==> config.mk <==
export PLATFORM = sky130hd
export DESIGN_NAME = crc_byte_feeder
export DESIGN_NICKNAME = d
export VERILOG_FILES = /design/src/rtl/crc_byte_feeder.sv
export SDC_FILE = /design/constraint.sdc
export NUM_CORES = 1
export LEC_CHECK = 0
export BUFFER_PORTS_ARGS = -buffer_cell sky130_fd_sc_hd__buf_2
export CAP_MARGIN = 40
export CORE_UTILIZATION = 55
export CTS_BUF_LIST = sky130_fd_sc_hd__clkbuf_8
export CTS_CLUSTER_SIZE = 30
export DETAILED_ROUTE_END_ITERATION = 16
export GPL_TIMING_DRIVEN = 0
export PLACE_DENSITY = 0.86
export SLEW_MARGIN = 5
export SYNTH_ARGS = -nofsm -noshare
export SYNTH_HDL_FRONTEND = slang
export SYNTH_SLANG_ARGS = --single-unit
==> constraint.sdc <==
create_clock -name clk -period 3.7 [get_ports clk]
set_input_delay 0.37 -clock clk [delete_from_list [all_inputs] [get_ports clk]]
set_output_delay 0.37 -clock clk [all_outputs]
set_load 0.01 [all_outputs]
==> src/rtl/crc_byte_feeder.sv <==
// rtl/crc_byte_feeder.sv - serializes one byte MSB-first into a bit-serial CRC-8 engine and holds the result.
// Optional wait timeout enabled by defining CRC_FEEDER_TIMEOUT_EN.
module crc_byte_feeder #(
    parameter int TIMEOUT = 31
) (
    input  logic       clk,
    input  logic       rst,
    input  logic [7:0] in_data,
    input  logic       in_valid,
    output logic       in_ready,
    output logic       ser_din,
    output logic       ser_vld,
    output logic       crc_clr,
    input  logic [7:0] crc_in,
    input  logic       crc_vld,
    output logic [7:0] out_data,
    output logic [7:0] out_crc,
    output logic       out_err,
    output logic       out_valid,
    input  logic       out_ready
);

    typedef enum logic [2:0] {
        S_IDLE,
        S_CLR,
        S_SHIFT,
        S_WAIT,
        S_HOLD
    } state_t;

    state_t     r_state;
    state_t     w_next;
    logic [7:0] r_shift;
    logic [7:0] r_data;
    logic [7:0] r_crc;
    logic [2:0] r_bit;
    logic       w_crc_hit;
    logic       w_timeout;

    // crc_vld only means something while waiting; elsewhere it is stale or foreign
    assign w_crc_hit = (r_state == S_WAIT) && crc_vld;

`ifdef CRC_FEEDER_TIMEOUT_EN
    logic [7:0] r_wait;
    logic       r_err;

    // r_wait idles at zero outside WAIT, so it enters WAIT cleared; TIMEOUT WAIT cycles max
    assign w_timeout = (r_state == S_WAIT) && !crc_vld && (r_wait == 8'(TIMEOUT - 1));

    always_ff @(posedge clk) begin
        if (rst) begin
            r_wait <= 8'd0;
            r_err  <= 1'b0;
        end else begin
            if (r_state != S_WAIT) begin
                r_wait <= 8'd0;
            end else begin
                r_wait <= r_wait + 8'd1;
            end
            if (w_crc_hit) begin
                r_err <= 1'b0;
            end else if (w_timeout) begin
                r_err <= 1'b1;
            end
        end
    end

    assign out_err = r_err;
`else
    assign w_timeout = 1'b0;
    assign out_err   = 1'b0;
`endif

    always_comb begin
        w_next = r_state;
        case (r_state)
            S_IDLE:  if (in_valid) w_next = S_CLR;
            S_CLR:   w_next = S_SHIFT;
            S_SHIFT: if (r_bit == 3'd7) w_next = S_WAIT;
            S_WAIT:  if (w_crc_hit || w_timeout) w_next = S_HOLD;
            S_HOLD:  if (out_ready) w_next = S_IDLE;
            default: w_next = S_IDLE;
        endcase
    end

    always_ff @(posedge clk) begin
        if (rst) begin
            r_state <= S_IDLE;
            r_shift <= 8'd0;
            r_data  <= 8'd0;
            r_crc   <= 8'd0;
            r_bit   <= 3'd0;
        end else begin
            r_state <= w_next;
            case (r_state)
                S_IDLE: begin
                    if (in_valid) begin
                        r_shift <= in_data;
                        r_data  <= in_data;
                    end
                end
                S_CLR: begin
                    r_bit <= 3'd0;
                end
                S_SHIFT: begin
                    r_shift <= {r_shift[6:0], 1'b0};
                    r_bit   <= r_bit + 3'd1;
                end
                S_WAIT: begin
                    if (w_crc_hit) begin
                        r_crc <= crc_in;
                    end else if (w_timeout) begin
                        r_crc <= 8'h00;
                    end
                end
                default: begin
                end
            endcase
        end
    end

    assign in_ready  = (r_state == S_IDLE);
    assign crc_clr   = (r_state == S_CLR);
    assign ser_vld   = (r_state == S_SHIFT);
    assign ser_din   = ser_vld & r_shift[7];
    assign out_valid = (r_state == S_HOLD);
    assign out_data  = r_data;
    assign out_crc   = r_crc;

endmodule

==> flow_summary_export.csv, run 1 <==
group,metric,value,unit
status,status,"complete, no violations",
critical_path,critPathMaxStageDelay,0.37,ns
clock_tree,clkTransAtPathRegs,0.06,ns
logic_synthesis,synth-compound-area-share,21.0,%
logic_synthesis,synth_edf_count,0,
power,ir_drop,0.000400,V
die,ios,43,
routing,vias_per_cell,5.50,
placed_design,dp_slack,2.16,ns
routing,drc,0,
timing,fmax,0.538,GHz
min_path,hold_class,"input pin to register",
power,leakagePower,0.713,nW
logic_synthesis,syn_area,0.00129,sq mm
clock_tree,post-cts-setup-buffers,0,
logic_synthesis,synth_flop_cell,"dfxtp_1",
critical_path,end_kind,"output pin",
logic_synthesis,yosysWarningCount,0,
placed_design,dp.cells,222,
logic_synthesis,synthCells,155,
power,combPwrFrac,13.7,%
logic_synthesis,post-synth-top-count-cell,"nand2_1",
logic_synthesis,synth.ff_latch_count,30,
final_layout,area_growth,24.3,%
timing,hold_slack,0.331,ns
final_layout,nNetsFinal,224,
logic_synthesis,synth_mux_area_share,0.778,%
clock_tree,cts-buffers-inserted,5,
logic_synthesis,async_reset_ff_share,0,%
timing,finalCritPeriodShare,50.3,%
final_layout,drive_above_1_share,27.5,%
clock_tree,cts_tree,"built",
placed_design,dpl.hpwl,2070,um
logic_synthesis,synth_top_family_by_area,"simple AND/OR/NAND/NOR gates",
final_layout,fill_cells,181,
die,num_rows,17,
routing,dr.pass1.iters,4,
run,drv_cap,0,
routing,vias,1253,
timing,rsz0062_at_grt,"no",
clock_tree,hold_buffers,0,
logic_synthesis,synth_commonest_cells,"nand2_1 (44), dfxtp_1 (30), a21oi_1 (22), o21ai_0 (9), a22o_1 (6)",
critical_path,worstSetupPathType,"register to output pin",
power,seq_power_share,50.0,%
power,intPower,524,uW
global_route,grt_overflow,0,
global_route,grt_max_degree,11,
final_layout,finalCoreUtilization,72.3,%
logic_synthesis,ys_seq_area_share,46.7,%
logic_synthesis,synthAdderAreaFrac,1.95,%
timing,slew_violations,0,
timing,worst_pin_slew,0.666,ns
placed_design,routabilityCongestion,0.826,
final_layout,antenna_cells,0,
routing,postRouteAntennaNets,0,
critical_path,cp.arrival,1.49,ns
die,start_util,58.1,%
timing,finalSetupTns,0,ns
power,switchingPower,176,uW
timing,fin_crit,1.86,ns
logic_synthesis,synth-xor-area-share,0,%
global_route,antenna_found_initial,0,
critical_path,start_kind,"register",
clock_tree,ctsHtreeMaxLevel,2,
clock_tree,cts.repair.resized,0,
critical_path,crit_buf_inv,2,
clock_tree,cts_sinks,30,
timing,setup_viol,0,
power,p_per_area,438,mW/mm^2
die,dieWidth,50.4,um
routing,routed_wl,2930,um
routing,drt-initial-drc-count,29,
global_route,grt.total_usage,26.0,%
die,die_area,0.00254,sq mm
timing,clock_skew,0.00512,ns
critical_path,rrSetupSlack,2.20,ns
die,chipHeight,50.4,um
logic_synthesis,yosysTopAreaCell,"dfxtp_1",
clock_tree,cts-root-buf,"clkbuf_8",
critical_path,cp_common_cell,"buf_2",
logic_synthesis,synthSimpleGateAreaFrac,23.7,%
logic_synthesis,ys_types,33,
timing,worst_slack,1.84,ns
logic_synthesis,avgSynthCellArea,8.30,sq um
critical_path,critPathSlowestCell,"dfxtp_1",
power,p_clk_share,36.3,%
logic_synthesis,synth_top_area_share,46.7,%
clock_tree,insertion_delay,0.28,ns
critical_path,critPathMaxFanout,10,
critical_path,cp_top_family,"simple AND/OR/NAND/NOR gates",
logic_synthesis,synth_area_leaders,"dfxtp_1 (47%), nand2_1 (13%), a21oi_1 (8.6%)",
logic_synthesis,syn_nets,178,
global_route,grt_pass1_vias,1142,
final_layout,final_cells,228,
routing,post_drt_wl_per_cell,12.8,um
clock_tree,clockBufferDepth,2,
placed_design,numPortBuffers,39,
critical_path,path_cells,"buf_2 > nor2_1 > and2_1 > buf_2",
timing,hold_viol,0,
die,coreArea,0.00221,sq mm
power,switching_share,25.1,%
critical_path,required,3.33,ns
timing,maxSlewHeadroom,55.5,%
global_route,grt_pass1_wl,4890,um
-- cells by family after synthesis --
family | Yosys count
compound gates | 44
fa+ha+maj | 2
buf+inv | 13
flops | 30
mux | 1
other cells | 1
simple gates | 64
-- power by group through the flow --
| stage | clock network, mW | logic (mW) | registers [mW] |
|---|---|---|---|
| floorplan | 0 | 0.0582 | 0.358 |
| global placement | 0 | 0.0921 | 0.356 |
| detailed placement | 0 | 0.0944 | 0.357 |
| CTS | 0.256 | 0.0957 | 0.350 |
| global route | 0.274 | 0.107 | 0.352 |
| finish | 0.254 | 0.0956 | 0.350 |
-- worst reg2reg max path, delay by kind of cell, from the launching register on --
family	cells	cell delay (ns)
AO/OA/AOI/OAI	1	0.17
buffers and inverters	1	0.15
flip-flops	1	0.33
AND/OR/NAND/NOR	2	0.78
-- layout make-up --
type	instances	area [sq um]	share of cell area [%]
clock buffer	6	82.6	5.16
multi-input combinational	112	614	38.4
sequential	30	601	37.6
timing repair buffer	39	195	12.2
inverter	2	7.51	0.469
buffer	11	63.8	3.99
tap	28	35.0	2.19
-- cells in the final DEF (no fill, tap or decap), types with 3 or more instances in the layout --
cell type,synthesis,routed
nor3_1,4,4
buf_2,3,42
a21oi_1,22,22
nor2_1,3,3
a22o_1,6,6
and2_1,3,3
clkbuf_8,0,6
o21ai_0,9,9
nand2_1,44,44
dfxtp_1,30,30
clkbuf_1,3,3
-- state kept, by name, summed over array words and instances (netlist names) --
register	cells
out_crc	8
out_data	8
r_bit	3
r_shift	8
r_state	3
-- per-layer routing --
layer | up-vias | GRT usage (%) | share of wire (%)
met5 | - | 0 | 0
met3 | 5 | 7.27 | 5.0
met1 | 581 | 31.4 | 43
met4 | 0 | 13.4 | 1.1
li1 | 624 | - | -
met2 | 43 | 41.8 | 50
-- worst paths after layout --
kind	to	cells past startpoint	start
hold / removal	out_crc[1]	3	crc_in[1]
setup reg to reg	r_shift[0]	4	r_state[0]
setup / recovery	out_valid	4	r_state[1]
hold reg to reg	out_data[3]	2	out_data[3]
-- through the flow --
stage | power, mW | instance area [sq um]
final | 0.700 | 1600
after global routing | 0.733 | 1600
after CTS | 0.702 | 1600
after detailed placement | 0.451 | 1520
after global placement | 0.448 | 1520
after floorplan | 0.416 | 1290
Note: power is estimated with default switching activity, not from simulation.
==> run 2: changes to the inputs <==
ABC_AREA = 1   (was unset)
CORE_UTILIZATION = 51   (was 55)
PLACE_DENSITY = 0.81   (was 0.86)
clock period = 1.8 ns   (was 3.7 ns; I/O delays follow)
==> run 2 against run 1 <==
Compared with the run above:
- clock power up 120%
- synthesized cell count up 12%
- register-to-register slack worse by 1.8 ns
- via count down 1.2%
- worst setup slack worse by 1.6 ns
- largest power group unchanged
- largest cell class is now sequential cells
- highest routed layer unchanged
- routed wire length down 2.7%
- critical path depth up 1
==> flow_summary_export.csv, run 2 <==
group,metric,value,unit
clock_tree,cts-root-buf,"clkbuf_8",
logic_synthesis,synthAdderAreaFrac,2.00,%
routing,routed_wl,2850,um
logic_synthesis,synth_top_family_by_area,"simple AND/OR/NAND/NOR gates",
logic_synthesis,async_reset_ff_share,0,%
global_route,grt_overflow,0,
power,leakagePower,0.820,nW
global_route,grt_pass1_wl,4770,um
final_layout,final_cells,250,
clock_tree,cts-buffers-inserted,5,
timing,fmax,0.636,GHz
timing,slew_violations,0,
timing,worst_pin_slew,0.586,ns
critical_path,critPathMaxFanout,10,
critical_path,worstSetupPathType,"register to output pin",
logic_synthesis,synth.ff_latch_count,30,
die,chipHeight,51.5,um
clock_tree,clkTransAtPathRegs,0.06,ns
timing,hold_viol,0,
critical_path,path_cells,"buf_2 > nand2_1 > inv_1 > buf_2 > buf_2",
timing,fin_crit,1.57,ns
placed_design,dpl.hpwl,1970,um
die,coreArea,0.00225,sq mm
run,drv_cap,0,
routing,drt-initial-drc-count,29,
clock_tree,post-cts-setup-buffers,0,
timing,setup_viol,0,
timing,finalCritPeriodShare,87.4,%
logic_synthesis,syn_nets,197,
clock_tree,ctsHtreeMaxLevel,2,
die,die_area,0.00266,sq mm
timing,clock_skew,0.00693,ns
power,p_per_area,1350,mW/mm^2
clock_tree,clockBufferDepth,2,
logic_synthesis,synth_commonest_cells,"nand2_1 (59), dfxtp_1 (30), a21oi_1 (21), nand3_1 (19), inv_1 (17)",
final_layout,layout_common_cells,"nand2_1 (59), buf_2 (42), dfxtp_1 (30)",
logic_synthesis,synthSimpleGateAreaFrac,32.2,%
critical_path,end_kind,"output pin",
logic_synthesis,yosysTopAreaCell,"dfxtp_1",
status,status,"complete, no violations",
die,dieWidth,51.5,um
routing,drc,0,
clock_tree,insertion_delay,0.28,ns
critical_path,crit_buf_inv,4,
placed_design,dp.cells,242,
final_layout,drive_above_1_share,25.7,%
critical_path,required,1.62,ns
clock_tree,hold_buffers,0,
timing,maxSlewHeadroom,60.7,%
final_layout,nNetsFinal,244,
logic_synthesis,syn_area,0.00125,sq mm
logic_synthesis,synth_area_leaders,"dfxtp_1 (48%), nand2_1 (18%), a21oi_1 (8.4%)",
global_route,antenna_found_initial,0,
die,ios,43,
logic_synthesis,ys_seq_area_share,48.0,%
power,p_total,2.14,mW
placed_design,routabilityCongestion,0.778,
logic_synthesis,synth-compound-area-share,9.20,%
final_layout,final_common_cell,"nand2_1",
critical_path,critPathMaxStageDelay,0.30,ns
critical_path,critPathSlowestCell,"dfxtp_1",
logic_synthesis,post-synth-top-count-cell,"nand2_1",
timing,finalSetupTns,0,ns
global_route,grt.total_usage,25.2,%
logic_synthesis,avgSynthCellArea,7.19,sq um
placed_design,numPortBuffers,40,
die,num_rows,17,
clock_tree,cts_sinks,30,
routing,postRouteAntennaNets,0,
logic_synthesis,ys_types,19,
routing,vias,1238,
logic_synthesis,yosysWarningCount,0,
clock_tree,cts_tree,"built",
global_route,grt_max_degree,11,
routing,dr.pass1.iters,4,
logic_synthesis,synth_flop_cell,"dfxtp_1",
final_layout,final_area,0.00158,sq mm
logic_synthesis,synth_mux_area_share,0,%
routing,post_drt_wl_per_cell,11.4,um
logic_synthesis,synth_edf_count,0,
min_path,hold_class,"input pin to register",
critical_path,cp.arrival,1.39,ns
global_route,grt_pass1_vias,1143,
critical_path,cp_top_family,"buffers and inverters",
final_layout,area_growth,26.1,%
placed_design,dpl_cell_area,0.00149,sq mm
timing,rsz0062_at_grt,"no",
critical_path,start_kind,"register",
routing,vias_per_cell,4.95,
final_layout,finalCoreUtilization,70.0,%
final_layout,antenna_cells,0,
clock_tree,cts.repair.resized,0,
power,ir_drop,0.00104,V
logic_synthesis,synth-xor-area-share,0,%
critical_path,cp_common_cell,"buf_2",
logic_synthesis,synthCells,174,
die,start_util,55.5,%
logic_synthesis,synth_top_area_share,48.0,%
[run 2: cell count changes after synthesis, sizes merged, moves of 2 or more]
cell | previous run | this run
and2 | 3 | 0
a22o | 6 | 0
nor2 | 3 | 10
o21ai | 9 | 2
nor3 | 4 | 2
a32oi | 2 | 0
nand3 | 0 | 19
inv | 2 | 19
nand2 | 44 | 61
buf | 8 | 3
[run 2: final cells by class]
class / count / area [sq um]
Buffer: 6 / 28.8
Clock buffer: 6 / 82.6
Clock inverter: 2 / 8.76
Fill cell: 208 / 677
Inverter: 20 / 75.1
Multi-Input combinational cell: 118 / 547
Sequential cell: 30 / 601
Tap cell: 28 / 35.0
Timing Repair Buffer: 40 / 200
[run 2: worst paths after layout]
path | end | slack [ns] | startpoint | cells past startpoint
worst max-delay path | ser_vld | 0.23 | r_state[1] | 5
worst min-delay path | out_data[5] | 0.17 | in_data[5] | 3
worst max register to register | out_data[2] | 0.39 | r_state[2] | 6
worst min register to register | out_data[0] | 0.46 | out_data[0] | 2
[run 2: power by group]
part	total, mW	internal [mW]	switching, mW
combinational	0.741	0.255	0.485
sequential	0.848	0.776	0.0713
clock	0.548	0.302	0.246
total	2.14	1.33	0.802
[run 2: cell families (layout without fill, tap and decap cells)]
group | count (synthesis) | count (layout)
AOI/OAI and AO/OA | 23 | 23
adders and majority gates | 2 | 2
buffers and inverters | 26 | 74
DFF | 30 | 30
other | 1 | 1
and+or+nand+nor | 92 | 92
[run 2: metrics by stage]
step           hold slack (ns)  worst slack (ns)
5_1_grt                  0.176             0.133
6_report                 0.168             0.227
4_1_cts                  0.166             0.225
3_3_place_gp             0.447             0.435
2_1_floorplan            0.344             0.624
3_5_place_dp             0.455             0.406
[run 2: layer usage]
metal | global-route usage, % | share of wire, % | vias up
li1 | - | - | 639
met1 | 27.2 | 43 | 562
met2 | 44.4 | 51 | 33
met3 | 7.89 | 4.7 | 4
met4 | 11.7 | 1.2 | 0
met5 | 0 | 0 | -
[run 2: worst register-to-register path: stages, from the launching register on]
cell	delay, ns
dfxtp_1	0.37
nor2_4	0.17
inv_2	0.08
nor3_4	0.32
inv_2	0.17
nand2_1	0.10
a21oi_1	0.07
==> run 3: changes to the inputs <==
RECOVER_POWER = 25   (was unset)
==> run 3 against run 2 <==
Compared with the run above:
- sequential share of layout area is 0.37 points higher
- power down 0.38%
- flip-flop and latch count stayed put
- highest routed layer unchanged
- largest power group unchanged
- clock-buffer cell count is the same
- first-iteration DRC count is 10% lower
==> flow_summary_export.csv, run 3 (synthesis results as in run 2) <==
group,metric,value,unit
clock_tree,cts.repair.resized,0,
routing,drt-initial-drc-count,26,
timing,fin_crit,1.57,ns
global_route,grt_overflow,0,
global_route,grt_pass1_vias,1143,
timing,finalCritPeriodShare,87.4,%
critical_path,critPathMaxFanout,10,
clock_tree,clkTransAtPathRegs,0.06,ns
power,ir_drop,0.00104,V
critical_path,critPathSlowestCell,"dfxtp_1",
die,num_rows,17,
global_route,antenna_found_initial,0,
routing,vias,1228,
clock_tree,insertion_delay,0.28,ns
final_layout,final_area,0.00156,sq mm
critical_path,path_cells,"buf_2 > nand2_1 > inv_1 > buf_2 > buf_2",
timing,finalSetupTns,0,ns
placed_design,dp_slack,0.406,ns
final_layout,area_growth,24.9,%
placed_design,numPortBuffers,40,
timing,clock_skew,0.00668,ns
global_route,grt_pass1_wl,4770,um
final_layout,nNetsFinal,244,
clock_tree,ctsHtreeMaxLevel,2,
timing,hold_slack,0.167,ns
die,coreArea,0.00225,sq mm
timing,worst_pin_slew,0.570,ns
critical_path,worstSetupPathType,"register to output pin",
global_route,use_met1,27.2,%
placed_design,dpl_cell_area,0.00149,sq mm
critical_path,end_kind,"output pin",
timing,worst_slack,0.227,ns
routing,post_drt_wl_per_cell,11.4,um
critical_path,cp.arrival,1.39,ns
power,p_per_area,1360,mW/mm^2
timing,hold_viol,0,
timing,maxSlewHeadroom,61.8,%
global_route,busiest_layer,"met2",
clock_tree,clockBufferDepth,2,
final_layout,final_common_cell,"nand2_1",
final_layout,drive_above_1_share,20.3,%
placed_design,dpl.hpwl,1970,um
die,die_area,0.00266,sq mm
die,dieWidth,51.5,um
min_path,hold_depth,3,
global_route,use_met2,44.4,%
die,start_util,55.5,%
timing,rsz0062_at_grt,"no",
status,status,"complete, no violations",
critical_path,cp_common_cell,"buf_2",
timing,slew_violations,0,
global_route,grt.total_usage,25.2,%
die,ios,43,
clock_tree,cts-buffers-inserted,5,
final_layout,layout_common_cells,"nand2_1 (59), buf_2 (30), dfxtp_1 (30)",
final_layout,antenna_cells,0,
critical_path,rr_worst_depth,6,
run,drv_cap,0,
clock_tree,cts_tree,"built",
routing,vias_per_cell,4.91,
critical_path,start_kind,"register",
routing,dr.pass1.iters,4,
die,chipHeight,51.5,um
clock_tree,post-cts-setup-buffers,0,
timing,setup_viol,0,
clock_tree,cts-root-buf,"clkbuf_8",
clock_tree,cts_sinks,30,
placed_design,routabilityCongestion,0.778,
critical_path,required,1.62,ns
timing,fmax,0.636,GHz
routing,drc,0,
min_path,hold_class,"input pin to register",
final_layout,fill_cells,213,
power,leakagePower,0.769,nW
critical_path,critPathMaxStageDelay,0.30,ns
global_route,grtUsageMet3,7.89,%
clock_tree,hold_buffers,0,
routing,routed_wl,2850,um
routing,postRouteAntennaNets,0,
global_route,grt_max_degree,11,
==> run 3: power by group <==
| group | leakage (nW) | total (mW) | switching (mW) | internal [mW] |
|---|---|---|---|---|
| sequential | 0.245 | 0.848 | 0.0720 | 0.777 |
| combinational | 0.472 | 0.732 | 0.484 | 0.248 |
| clock | 0.0524 | 0.548 | 0.246 | 0.302 |
| total | 0.769 | 2.13 | 0.801 | 1.33 |
==> run 3: final cells by class <==
class                           instances  area, sq um  area share, %
Buffer                                  6         28.8           1.84
Multi-Input combinational cell        118          547           35.0
Clock inverter                          2         8.76          0.560
Timing Repair Buffer                   40          185           11.8
Tap cell                               28         35.0           2.24
Sequential cell                        30          601           38.4
Inverter                               20         75.1           4.80
Clock buffer                            6         82.6           5.28
==> run 3: final timing paths <==
| check | start | end | slack (ns) |
|---|---|---|---|
| max | r_state[1] | ser_vld | 0.23 |
| min | in_data[5] | out_data[5] | 0.17 |
| max reg2reg | r_state[2] | out_data[2] | 0.39 |
| min reg2reg | out_crc[5] | out_crc[5] | 0.46 |
==> run 3: critical path, delay by kind of cell, from the launching register on <==
kind,cells,cell delay [ns]
AND/OR/NAND/NOR,1,0.13
flip-flops,1,0.30
buffers and inverters,4,0.67
==> run 3: stage by stage <==
stage / power, mW / util, % / instances
global route: 2.27 / 69.3 / 250
finish: 2.13 / 69.3 / 250
CTS: 2.14 / 70.0 / 250
detailed placement: 1.59 / 65.9 / 242
floorplan: 1.38 / - / 174
global placement: 1.56 / 65.9 / 242
==> run 3: routing by layer <==
layer,routed length [um],part of all wire [%]
met3,140,4.9
met4,34,1.2
met5,0,0
met1,1270,45
met2,1410,49
